==> config.mk <==
export PLATFORM = sky130hd
export DESIGN_NAME = crc_rr_scheduler
export DESIGN_NICKNAME = d
export VERILOG_FILES = /design/src/rtl/crc_sched_pkg.sv /design/src/rtl/crc_serial_core.sv /design/src/rtl/crc_rr_scheduler.sv
export SDC_FILE = /design/constraint.sdc
export NUM_CORES = 1
export LEC_CHECK = 0
export CAP_MARGIN = 10
export CORE_UTILIZATION = 30
export DETAILED_ROUTE_END_ITERATION = 10
export HOLD_SLACK_MARGIN = 0.05
export PLACE_DENSITY_LB_ADDON = 0.25
export RECOVER_POWER = 50
export SYNTH_ARGS = -nofsm -noshare
export SYNTH_HDL_FRONTEND = slang
export SYNTH_SLANG_ARGS = --single-unit
==> constraint.sdc <==
create_clock -name clk_i -period 3.7 [get_ports clk_i]
set_input_delay 0.555 -clock clk_i [delete_from_list [all_inputs] [get_ports clk_i]]
set_output_delay 0.555 -clock clk_i [all_outputs]
set_load 0.02 [all_outputs]
==> src/rtl/crc_sched_pkg.sv <==
// Shared definitions for the round-robin CRC-32 scheduler: datapath width,
// default polynomial, FSM state type and the round-robin pick helper.
package crc_sched_pkg;

    localparam int CRC_W = 32;
    localparam logic [CRC_W-1:0] CRC32_DEFAULT_POLY = 32'h04C11DB7;
    localparam int MAX_REQ = 16;

    typedef enum logic [1:0] {IDLE, SHIFT, DONE} sched_state_t;

    // Returns the first set bit of valid at or after ptr, wrapping modulo numReq.
    // When nothing is valid the pointer itself comes back; callers qualify
    // the result with the OR of the valid bits.
    function automatic int rr_pick(input logic [MAX_REQ-1:0] valid, input int ptr, input int numReq);
        int winner;
        int idx;
        logic found;
        winner = ptr;
        found = 1'b0;
        for (int i = 0; i < MAX_REQ; i++) begin
            idx = (ptr + i) % numReq;
            if (!found && (i < numReq) && valid[4'(idx)]) begin
                winner = idx;
                found = 1'b1;
            end
        end
        return winner;
    endfunction

endpackage

==> src/rtl/crc_serial_core.sv <==
// Bit-serial CRC-32 datapath: holds the running remainder and the polynomial
// captured at load time, and performs one MSB-first shift step per cycle.
module crc_serial_core
    import crc_sched_pkg::*;
(
    input  logic             clk_i,
    input  logic             rst_i,
    input  logic             load_i,
    input  logic             shift_i,
    input  logic [CRC_W-1:0] data_i,
    input  logic [CRC_W-1:0] poly_i,
    output logic [CRC_W-1:0] rem_o
);

    logic [CRC_W-1:0] rem_q;
    logic [CRC_W-1:0] rem_d;
    logic [CRC_W-1:0] poly_q;

    // Next remainder: load the message, or divide by one bit position.
    always_comb begin
        rem_d = rem_q;
        if (load_i) begin
            rem_d = data_i;
        end else if (shift_i) begin
            rem_d = rem_q[CRC_W-1] ? ((rem_q << 1) ^ poly_q) : (rem_q << 1);
        end
    end

    // Remainder and polynomial registers; the polynomial is frozen per job.
    always_ff @(posedge clk_i or posedge rst_i) begin
        if (rst_i) begin
            rem_q  <= '0;
            poly_q <= '0;
        end else begin
            rem_q <= rem_d;
            if (load_i) begin
                poly_q <= poly_i;
            end
        end
    end

    assign rem_o = rem_q;

endmodule

==> src/rtl/crc_rr_scheduler.sv <==
// Round-robin scheduler sharing one bit-serial CRC-32 engine among NUM_REQ
// requesters. Optional completion counter enabled by CRC_SCHED_STATS_EN.
module crc_rr_scheduler
    import crc_sched_pkg::*;
#(
    parameter int NUM_REQ = 4,
    parameter int ID_W    = $clog2(NUM_REQ)
) (
    input  logic                     clk_i,
    input  logic                     rst_i,
    input  logic [NUM_REQ-1:0]       req_valid_i,
    input  logic [NUM_REQ*CRC_W-1:0] req_data_i,
    output logic [NUM_REQ-1:0]       req_ready_o,
    input  logic [CRC_W-1:0]         poly_i,
    output logic                     rsp_valid_o,
    input  logic                     rsp_ready_i,
    output logic [CRC_W-1:0]         rsp_crc_o,
    output logic [ID_W-1:0]          rsp_id_o,
    output logic                     busy_o
`ifdef CRC_SCHED_STATS_EN
    ,
    input  logic                     stats_clr_i,
    output logic [15:0]              done_cnt_o
`endif
);

    sched_state_t     state_q;
    logic [4:0]       cnt_q;
    logic [ID_W-1:0]  ptr_q;
    logic [ID_W-1:0]  ptr_d;
    logic [ID_W-1:0]  id_q;
    logic             rsp_valid_q;
    logic [CRC_W-1:0] rsp_crc_q;
    logic [ID_W-1:0]  winner;
    logic             accept;
    logic             rsp_fire;
    logic [CRC_W-1:0] core_rem;

    // Arbitration is purely combinational so the grant appears in the same
    // IDLE cycle the request is seen; reset masks it so no grant leaks out.
    always_comb begin
        winner = ID_W'(rr_pick(MAX_REQ'(req_valid_i), int'(ptr_q), NUM_REQ));
        accept = (state_q == IDLE) && (|req_valid_i) && !rst_i;
        ptr_d  = (int'(winner) == NUM_REQ - 1) ? '0 : winner + ID_W'(1);
    end

    assign req_ready_o = accept ? (NUM_REQ'(1) << winner) : '0;
    assign rsp_fire    = rsp_valid_q && rsp_ready_i;

    crc_serial_core u_core (
        .clk_i   (clk_i),
        .rst_i   (rst_i),
        .load_i  (accept),
        .shift_i (state_q == SHIFT),
        .data_i  (req_data_i[int'(winner)*CRC_W +: CRC_W]),
        .poly_i  (poly_i),
        .rem_o   (core_rem)
    );

    // Job sequencing: accept, 32 shift cycles, then a DONE phase whose first
    // cycle captures the finished remainder into the response registers.
    always_ff @(posedge clk_i or posedge rst_i) begin
        if (rst_i) begin
            state_q     <= IDLE;
            cnt_q       <= '0;
            ptr_q       <= '0;
            id_q        <= '0;
            rsp_valid_q <= 1'b0;
            rsp_crc_q   <= '0;
        end else begin
            case (state_q)
                IDLE: begin
                    if (accept) begin
                        ptr_q   <= ptr_d;
                        id_q    <= winner;
                        cnt_q   <= 5'd31;
                        state_q <= SHIFT;
                    end
                end
                SHIFT: begin
                    cnt_q <= cnt_q - 5'd1;
                    if (cnt_q == 5'd0) begin
                        state_q <= DONE;
                    end
                end
                DONE: begin
                    if (!rsp_valid_q) begin
                        rsp_valid_q <= 1'b1;
                        rsp_crc_q   <= core_rem;
                    end else if (rsp_ready_i) begin
                        rsp_valid_q <= 1'b0;
                        state_q     <= IDLE;
                    end
                end
                default: begin
                    state_q <= IDLE;
                end
            endcase
        end
    end

    assign rsp_valid_o = rsp_valid_q;
    assign rsp_crc_o   = rsp_crc_q;
    assign rsp_id_o    = id_q;
    assign busy_o      = (state_q != IDLE);

`ifdef CRC_SCHED_STATS_EN
    logic [15:0] done_cnt_q;

    // Saturating count of completed response handshakes; clear wins.
    always_ff @(posedge clk_i or posedge rst_i) begin
        if (rst_i) begin
            done_cnt_q <= '0;
        end else if (stats_clr_i) begin
            done_cnt_q <= '0;
        end else if (rsp_fire && (done_cnt_q != 16'hFFFF)) begin
            done_cnt_q <= done_cnt_q + 16'd1;
        end
    end

    assign done_cnt_o = done_cnt_q;
`else
    logic unusedFire;
    assign unusedFire = rsp_fire;
`endif

endmodule
==> flow_summary_export.csv, run 1 <==
group,metric,value,unit
pwr,power_density,648,mW/mm²
grt,grtUsageMet2,33.0,%
placed_design,dpl_cell_area,0.00819,mm²
yosys,synth.ff_latch_count,108,
yosys,synth_area_leaders,"dfrtp_1 (46%), nand2_1 (11%), mux2_2 (6.2%), a211oi_1 (4.2%), and3_1 (3.5%)",
detailed_routing,drc,0,
hold_path,holdPathStages,2,
detailed_routing,dr.pass1.iters,4,
die,ios,207,
sta,final_max_slew_viol_count,54,
sta,min_period_over_period,92.9,%
yosys,syn_avg_cell_area,9.33,µm²
die,die_area,0.0200,mm²
clocking,cts_setup_buffers,0,
yosys,yosysTopAreaCell,"dfrtp_1",
worst_setup_path,criticalPathCategory,"input port to output pin",
yosys,synth_area,0.00583,mm²
die,core,0.0189,mm²
sta,tightest_slew,2.04,ns
grt,busiest_layer,"met2",
worst_setup_path,reg2reg_to,"u_core.rem_o[22]",
clocking,cts_tree,"built",
grt,grt_use_met3,2.70,%
clocking,clkLatencyLatePin,0.35,ns
grt,antenna_found_initial,1,
worst_setup_path,r2r_cells,5,
detailed_routing,drt-total-wl,18.6,mm
placed_design,routabilityCongestion,0.773,
sta,rsz0062_at_grt,"false",
sta,max_freq,291,MHz
grt,met1_usage,25.2,%
die,die_w,141,µm
placed_design,hpwl,13.4,mm
placed_design,portBuffers,206,
worst_setup_path,end_kind,"output pin",
yosys,synthArstFlopShare,100,%
detailed_routing,num_vias,5259,
worst_setup_path,critical_path_arrival,2.88,ns
worst_setup_path,crit_path_top_delay_cell,"clkdlybuf4s50_1",
worst_setup_path,crit_fanout,7,
clocking,cts_resized,0,
outcome,violations,"capacitance limit, slew limit",
final_layout,area_delta_synth_final,45.3,%
sta,layout_setup_ws,0.264,ns
hold_path,worstHoldEndpoint,"u_core.poly_q[0]",
grt,grtUsageTotal,19.4,%
yosys,synthFlopType,"dfrtp_1",
flow_run,max_cap_viol_count,1,
yosys,synth-edff-count,0,
worst_setup_path,max_stage_delay,0.64,ns
final_layout,fin_nets,989,
clocking,cts_buffers,9,
yosys,yosysSeqAreaShare,46.3,%
clocking,clockRootBuffer,"clkbuf_16",
worst_setup_path,crit_path_start_kind,"input port",
worst_setup_path,reg2reg_from,"state_q[1]",
sta,hold_violations,0,
detailed_routing,vias_per_cell,4.86,
pwr,static-leakage-power,3.70,nW
sta,min_period,3.44,ns
final_layout,utilization,44.9,%
clocking,path_clk_slew,0.07,ns
sta,tns,0,ns
pwr,ir_worst_vdd,230,µV
grt,grt_start_max_net_pins,54,
yosys,netlist_instances,625,
grt,grt_pass1_wl,29.8,mm
worst_setup_path,required,3.14,ns
yosys,synth_cell_types,43,
clocking,clockBufferDepth,2,
final_layout,layout_common_cells,"clkdlybuf4s50_1 (187), nand2_1 (171), dfrtp_1 (108)",
outcome,status,"complete, but fails checks",
final_layout,final_area,0.00848,mm²
worst_setup_path,rrSetupSlack,1.30,ns
sta,skew,0.00956,ns
detailed_routing,ant_nets,0,
worst_setup_path,crit_top_cell,"clkdlybuf4s50_1",
sta,setup_viol,0,
sta,max_slew_margin,-36.0,%
final_layout,drive_gt1_share,9.98,%
detailed_routing,wire_per_inst,17.2,µm
final_layout,final_common_cell,"clkdlybuf4s50_1",
clocking,numClockSinks,108,
die,initial_core_util,30.9,%
worst_setup_path,crit_chain,"clkdlybuf4s50_1, nor2b_1, o21a_1, nor3_2, inv_1, ha_1, and2_1, clkdlybuf4s50_1",
hold_path,hold_path.startpoint,"u_core.poly_q[0]",
yosys,synth_fp_nets,797,
grt,grt-ovfl-total,0,
yosys,yosysWarnings,0,
yosys,synth_top_area_share,46.3,%
clocking,htreeDepth,3,
detailed_routing,drtIter0Drc,197,
die,fp.dieH,141,µm
die,rows,50,
hold_path,hp-class,"register to register",
grt,grt_pass1_vias,5460,
clocking,cts_hold_buffers,0,
placed_design,post-place-ws,0.249,ns
synthesized netlist by cell type, types with 3 or more instances:
master / count
dfrtp_1: 108
a211oi_1: 33
ha_1: 5
inv_1: 4
o21a_1: 3
nor2_1: 23
a2111o_1: 15
nand2_1: 171
o21ai_0: 18
buf_2: 12
nand3_1: 14
and2_1: 5
and3_1: 33
nor2b_1: 6
mux2_2: 32
a311oi_1: 18
a21oi_1: 18
clkbuf_1: 26
xor2_1: 14
o22ai_1: 16
xnor2_1: 18
buf_4: 6
stage by stage:
stage	std cells	hold WS (ns)	power (mW)
6_report	1083	0.472	5.49
5_1_grt	1083	0.493	5.92
4_1_cts	1082	0.477	5.57
3_5_place_dp	1066	0.460	4.55
3_3_place_gp	1066	0.454	4.52
2_1_floorplan	625	0.437	3.71
cell families (layout without fill, tap and decap cells):
logic type | Yosys count | after routing | share of synthesized area [%]
other | 0 | 1 | 0
flip-flops | 108 | 108 | 46.3
AO/OA/AOI/OAI | 129 | 129 | 16.7
XOR/XNOR | 32 | 32 | 4.80
buffers and inverters | 51 | 248 | 4.18
AND/OR/NAND/NOR | 268 | 268 | 20.8
adder cells (fa/ha/maj) | 5 | 5 | 1.07
multiplexers | 32 | 32 | 6.18
registers in the layout, indices dropped and copies added, names as in the netlist:
| register | count |
|---|---|
| state_q | 2 |
| cnt_q | 5 |
| rsp_id_o | 2 |
| ptr_q | 2 |
| u_core.poly_q | 32 |
| u_core.rem_o | 32 |
| rsp_valid_o | 1 |
| rsp_crc_o | 32 |
routing by layer:
metal	share of wire (%)	up-vias
li1	-	2592
met1	45	2531
met2	50	115
met3	3.4	21
met4	1.9	0
met5	0	-
report_power, final:
part | switching, mW | total (mW) | internal, mW
logic | 1.27 | 2.45 | 1.18
registers | 0.385 | 2.05 | 1.66
clock network | 0.463 | 0.997 | 0.533
total | 2.12 | 5.49 | 3.37
critical path, delay by kind of cell:
kind | cells | cell delay (ns)
and+or+nand+nor | 3 | 0.51
adders and majority gates | 1 | 0.21
AOI/OAI and AO/OA | 1 | 0.27
buffers and inverters | 3 | 1.33
worst max path at each step:
stage	start	to	slack, ns	depth (start not counted)
after floorplan	rst_i	cnt_q[0]	0.30	1
after global placement	req_valid_i[3]	req_ready_o[2]	0.27	8
after detailed placement	req_valid_i[3]	req_ready_o[2]	0.25	8
after CTS	req_valid_i[3]	req_ready_o[2]	0.24	8
after global routing	rst_i	u_core.poly_q[14]	0.09	3
final	req_valid_i[3]	req_ready_o[2]	0.26	8
area by class of cell:
| class | count | area [µm²] |
|---|---|---|
| Tap cell | 260 | 325 |
| Inverter | 5 | 18.8 |
| Multi-Input combinational cell | 466 | 2910 |
| Fill cell | 1872 | 10400 |
| Timing Repair Buffer | 227 | 2220 |
| Clock inverter | 6 | 72.6 |
| Sequential cell | 108 | 2700 |
| Clock buffer | 10 | 229 |
| Antenna cell | 1 | 2.50 |
No activity file was read; power rests on OpenSTA's default activity.
==> inputs of run 2 (changes only) <==
- CORE_UTILIZATION: 30 -> 46
==> flow_summary_export.csv, run 2 (synthesis results as in run 1) <==
group,metric,value,unit
grt,grt-ovfl-total,0,
clocking,clockRootBuffer,"clkbuf_16",
sta,rsz0062_at_grt,"false",
placed_design,routabilityCongestion,0.817,
grt,antenna_found_initial,0,
detailed_routing,drt-total-wl,17.3,mm
die,ios,207,
sta,hold_violations,0,
sta,min_period,3.52,ns
hold_path,hp-class,"register to register",
clocking,cts_resized,0,
clocking,clockBufferDepth,2,
sta,setup_viol,0,
pwr,ir_worst_vdd,441,µV
sta,min_period_over_period,95.2,%
sta,max_freq,284,MHz
worst_setup_path,critPathLaunch,"req_valid_i[3]",
die,core,0.0122,mm²
placed_design,portBuffers,206,
outcome,violations,"capacitance limit, slew limit",
clocking,cts_hold_buffers,0,
sta,final_max_slew_viol_count,43,
sta,hold_ws,0.476,ns
detailed_routing,wire_per_inst,17.6,µm
worst_setup_path,crit_fanout,7,
sta,max_slew_margin,-27.2,%
detailed_routing,vias_per_cell,5.51,
pwr,p_clk_share,18.0,%
detailed_routing,ant_nets,0,
worst_setup_path,reg2reg_from,"state_q[1]",
final_layout,final_common_cell,"clkdlybuf4s50_1",
detailed_routing,num_vias,5429,
worst_setup_path,crit_path_start_kind,"input port",
outcome,status,"complete, but fails checks",
final_layout,fillCellCount,990,
flow_run,max_cap_viol_count,1,
placed_design,hpwl,12.6,mm
clocking,cts_buffers,9,
worst_setup_path,criticalPathCategory,"input port to output pin",
pwr,swShare,38.2,%
die,die_w,115,µm
final_layout,seq_area,0.00270,mm²
clocking,htreeDepth,3,
pwr,p_seq_share,37.1,%
pwr,power,5.50,mW
die,rows,40,
grt,grt_start_max_net_pins,68,
detailed_routing,drc,0,
pwr,power_density,660,mW/mm²
die,fp.dieH,115,µm
sta,skew,0.00782,ns
final_layout,layout_common_cells,"clkdlybuf4s50_1 (186), nand2_1 (171), dfrtp_1 (108)",
final_layout,drive_gt1_share,9.66,%
worst_setup_path,end_kind,"output pin",
clocking,cts_tree,"built",
clocking,clkLatencyLatePin,0.35,ns
die,die_area,0.0131,mm²
clocking,cts_setup_buffers,0,
clocking,numClockSinks,108,
grt,grtUsageTotal,27.4,%
final_layout,area_delta_synth_final,42.8,%
sta,tightest_slew,1.90,ns
die,initial_core_util,47.8,%
pwr,combPwrFrac,44.9,%
worst_setup_path,critical_path_arrival,2.97,ns
grt,grt_pass1_wl,27.6,mm
worst_setup_path,required,3.14,ns
hold_path,hold_path.startpoint,"u_core.poly_q[23]",
pwr,static-leakage-power,3.68,nW
final_layout,multiInputGateArea,0.00291,mm²
detailed_routing,dr.pass1.iters,6,
detailed_routing,drtIter0Drc,354,
pwr,switchingPower,2.10,mW
pwr,p_int,3.40,mW
grt,grt_pass1_vias,5659,
final_layout,antenna_cells,0,
final_layout,fin_nets,985,
clocking,path_clk_slew,0.07,ns
sta,tns,0,ns
-- run 2: critical path, stage by stage --
cell and delay [ns]:
clkdlybuf4s50_1 0.67, nor2b_1 0.09, o21a_1 0.27, nor3_2 0.31, inv_1 0.16, ha_1 0.23
and2_1 0.13, clkdlybuf4s50_1 0.53
-- run 2: power groups by stage --
stage	Sequential (mW)	Clock, mW	Combinational, mW
after floorplan	2.03	0	1.68
after global placement	2.03	0	2.41
after detailed placement	2.05	0	2.48
after CTS	2.03	1.01	2.50
after global routing	2.09	1.06	2.75
final	2.04	0.989	2.47
-- run 2: worst paths after layout --
check,end,slack [ns],depth (start not counted)
setup / recovery,req_ready_o[2],0.18,8
min in group asynchronous,rsp_crc_o[26],1.26,2
setup reg to reg,u_core.rem_o[15],1.29,5
max in group asynchronous,u_core.poly_q[9],0.71,3
hold / removal,u_core.poly_q[23],0.48,2
hold reg to reg,u_core.poly_q[23],0.48,2
-- run 2: area by class of cell --
class	instances	share of cell area, %
Clock inverter	4	0.570
Timing Repair Buffer	223	26.3
Inverter	5	0.240
Sequential cell	108	32.4
Clock buffer	12	3.08
Tap cell	168	2.52
Multi-Input combinational cell	466	34.9
-- run 2: per-layer routing --
layer	share of wire [%]	track usage (%)	vias up	routed length [µm]
met2	52	47.8	198	8950
met3	4.8	5.45	34	838
met1	41	33.4	2626	7070
met4	2.6	10.0	0	448
met5	0	0	-	0
li1	-	-	2571	-
-- run 2: metrics by stage --
stage / std cells / worst slack (ns) / util, % / cell area (µm²)
4_1_cts: 986 / 0.188 / 68.4 / 8350
5_1_grt: 986 / 0.113 / 68.2 / 8330
3_5_place_dp: 970 / 0.188 / 65.9 / 8040
2_1_floorplan: 625 / 0.299 / - / 5830
6_report: 986 / 0.177 / 68.2 / 8330
3_3_place_gp: 970 / 0.274 / 65.9 / 8040
==> inputs of run 3 (changes only) <==
- CTS_BUF_LIST: default -> sky130_fd_sc_hd__clkbuf_16
==> flow_summary_export.csv, run 3 (synthesis results as in run 1) <==
group,metric,value,unit
worst_setup_path,end_kind,"output pin",
grt,antenna_found_initial,0,
final_layout,area_delta_synth_final,42.5,%
flow_run,max_cap_viol_count,1,
detailed_routing,num_vias,5434,
detailed_routing,drc,0,
clocking,clockBufferDepth,2,
sta,max_freq,284,MHz
worst_setup_path,critPathLaunch,"req_valid_i[3]",
worst_setup_path,crit_chain,"clkdlybuf4s50_1, nor2b_1, o21a_1, nor3_2, inv_1, ha_1, and2_1, clkdlybuf4s50_1",
clocking,numClockSinks,108,
sta,min_period,3.52,ns
worst_setup_path,critical_path_arrival,2.97,ns
clocking,clkLatencyLatePin,0.35,ns
outcome,status,"complete, but fails checks",
outcome,violations,"capacitance limit, slew limit",
placed_design,portBuffers,206,
detailed_routing,wl_met1,7.14,mm
grt,grt-ovfl-total,0,
final_layout,final_area,0.00831,mm²
sta,hold_violations,0,
placed_design,hpwl,12.6,mm
worst_setup_path,crit_path_start_kind,"input port",
sta,max_slew_margin,-27.0,%
die,rows,40,
die,ios,207,
detailed_routing,met2WireLength,8.95,mm
clocking,htreeDepth,3,
die,die_w,115,µm
worst_setup_path,max_stage_delay,0.67,ns
placed_design,dpl_cell_area,0.00804,mm²
detailed_routing,ant_nets,0,
detailed_routing,top_layer_used,"met4",
sta,tightest_slew,1.89,ns
final_layout,final_common_cell,"clkdlybuf4s50_1",
hold_path,hp-class,"register to register",
sta,skew,0.00755,ns
sta,tns,0,ns
final_layout,antenna_cells,0,
placed_design,routabilityCongestion,0.817,
grt,grtUsageTotal,27.3,%
worst_setup_path,crit_fanout,7,
pwr,power_density,656,mW/mm²
clocking,cts_setup_buffers,0,
die,die_area,0.0131,mm²
worst_setup_path,crit_path_top_delay_cell,"clkdlybuf4s50_1",
grt,grt_pass1_wl,27.5,mm
worst_setup_path,crit_top_cell,"clkdlybuf4s50_1",
detailed_routing,wire_per_inst,17.6,µm
clocking,cts_resized,0,
final_layout,drive_gt1_share,9.41,%
detailed_routing,vias_per_cell,5.51,
clocking,clockRootBuffer,"clkbuf_16",
pwr,ir_worst_vdd,429,µV
worst_setup_path,criticalPathCategory,"input port to output pin",
worst_setup_path,critPathBufInv,3,
detailed_routing,dr.pass1.iters,5,
worst_setup_path,required,3.14,ns
worst_setup_path,crit_family,"buffers and inverters",
pwr,static-leakage-power,3.67,nW
die,core,0.0122,mm²
worst_setup_path,reg2reg_from,"state_q[1]",
clocking,cts_tree,"built",
sta,final_max_slew_viol_count,43,
sta,setup_viol,0,
grt,grt_pass1_vias,5649,
die,initial_core_util,47.8,%
sta,hold_ws,0.471,ns
detailed_routing,drtIter0Drc,366,
grt,grt_start_max_net_pins,68,
detailed_routing,met3_length,762,µm
final_layout,fin_nets,985,
sta,rsz0062_at_grt,"false",
hold_path,hold_path.startpoint,"u_core.poly_q[0]",
sta,min_period_over_period,95.2,%
clocking,cts_hold_buffers,0,
final_layout,layout_common_cells,"clkdlybuf4s50_1 (186), nand2_1 (171), dfrtp_1 (108)",
clocking,path_clk_slew,0.07,ns
clocking,cts_buffers,9,
die,fp.dieH,115,µm
detailed_routing,drt-total-wl,17.3,mm
[run 3: changes by cell type in the layout (fill, tap and decap cells not counted)]
| cell | previous run | this run |
|---|---|---|
| inv_1 | 3 | 4 |
| clkbuf_8 | 2 | 0 |
| clkbuf_1 | 1 | 0 |
| clkinv_1 | 0 | 2 |
[run 3: final timing paths]
check                                    to  slack, ns  cells after the start
max reg2reg                u_core.rem_o[15]       1.29                      5
min reg2reg                u_core.poly_q[0]       0.47                      2
min in group asynchronous     rsp_crc_o[26]       1.26                      2
max                          req_ready_o[2]       0.18                      8
min                        u_core.poly_q[0]       0.47                      2
max in group asynchronous  u_core.poly_q[9]       0.70                      3
[run 3: report_power, final]
| part | total (mW) | switching, mW | internal [mW] | leakage, nW |
|---|---|---|---|---|
| clock network | 0.942 | 0.427 | 0.516 | 0.141 |
| registers | 2.04 | 0.374 | 1.67 | 1.33 |
| logic | 2.47 | 1.30 | 1.17 | 2.21 |
| total | 5.45 | 2.10 | 3.36 | 3.67 |
[run 3: final cells by class]
cell class | instances | area, µm²
fillers | 995 | 3900
multi-input cells | 466 | 2910
flip-flops and latches | 108 | 2700
repair buffers | 223 | 2190
clock buffers | 9 | 225
well taps | 168 | 210
clock inverters | 7 | 58.8
inverters | 5 | 20.0
[run 3: tightest hold or removal path, delay by kind of cell (launching register included)]
kind / cells / cell delay (ns)
flops: 1 / 0.34
simple gates: 2 / 0.10
[run 3: metrics by stage]
step / worst slack [ns] / utilization [%] / instances / power, mW
floorplan: 0.299 / - / 625 / 3.71
global placement: 0.274 / 65.9 / 970 / 4.43
detailed placement: 0.188 / 65.9 / 970 / 4.53
CTS: 0.188 / 68.2 / 986 / 5.50
global route: 0.113 / 68.1 / 986 / 5.84
finish: 0.178 / 68.1 / 986 / 5.45
[run 3: metal layers]
metal	up-vias	track usage, %
met5	-	0
met4	0	9.96
met3	35	5.45
met2	191	47.6
met1	2636	33.3
li1	2572	-
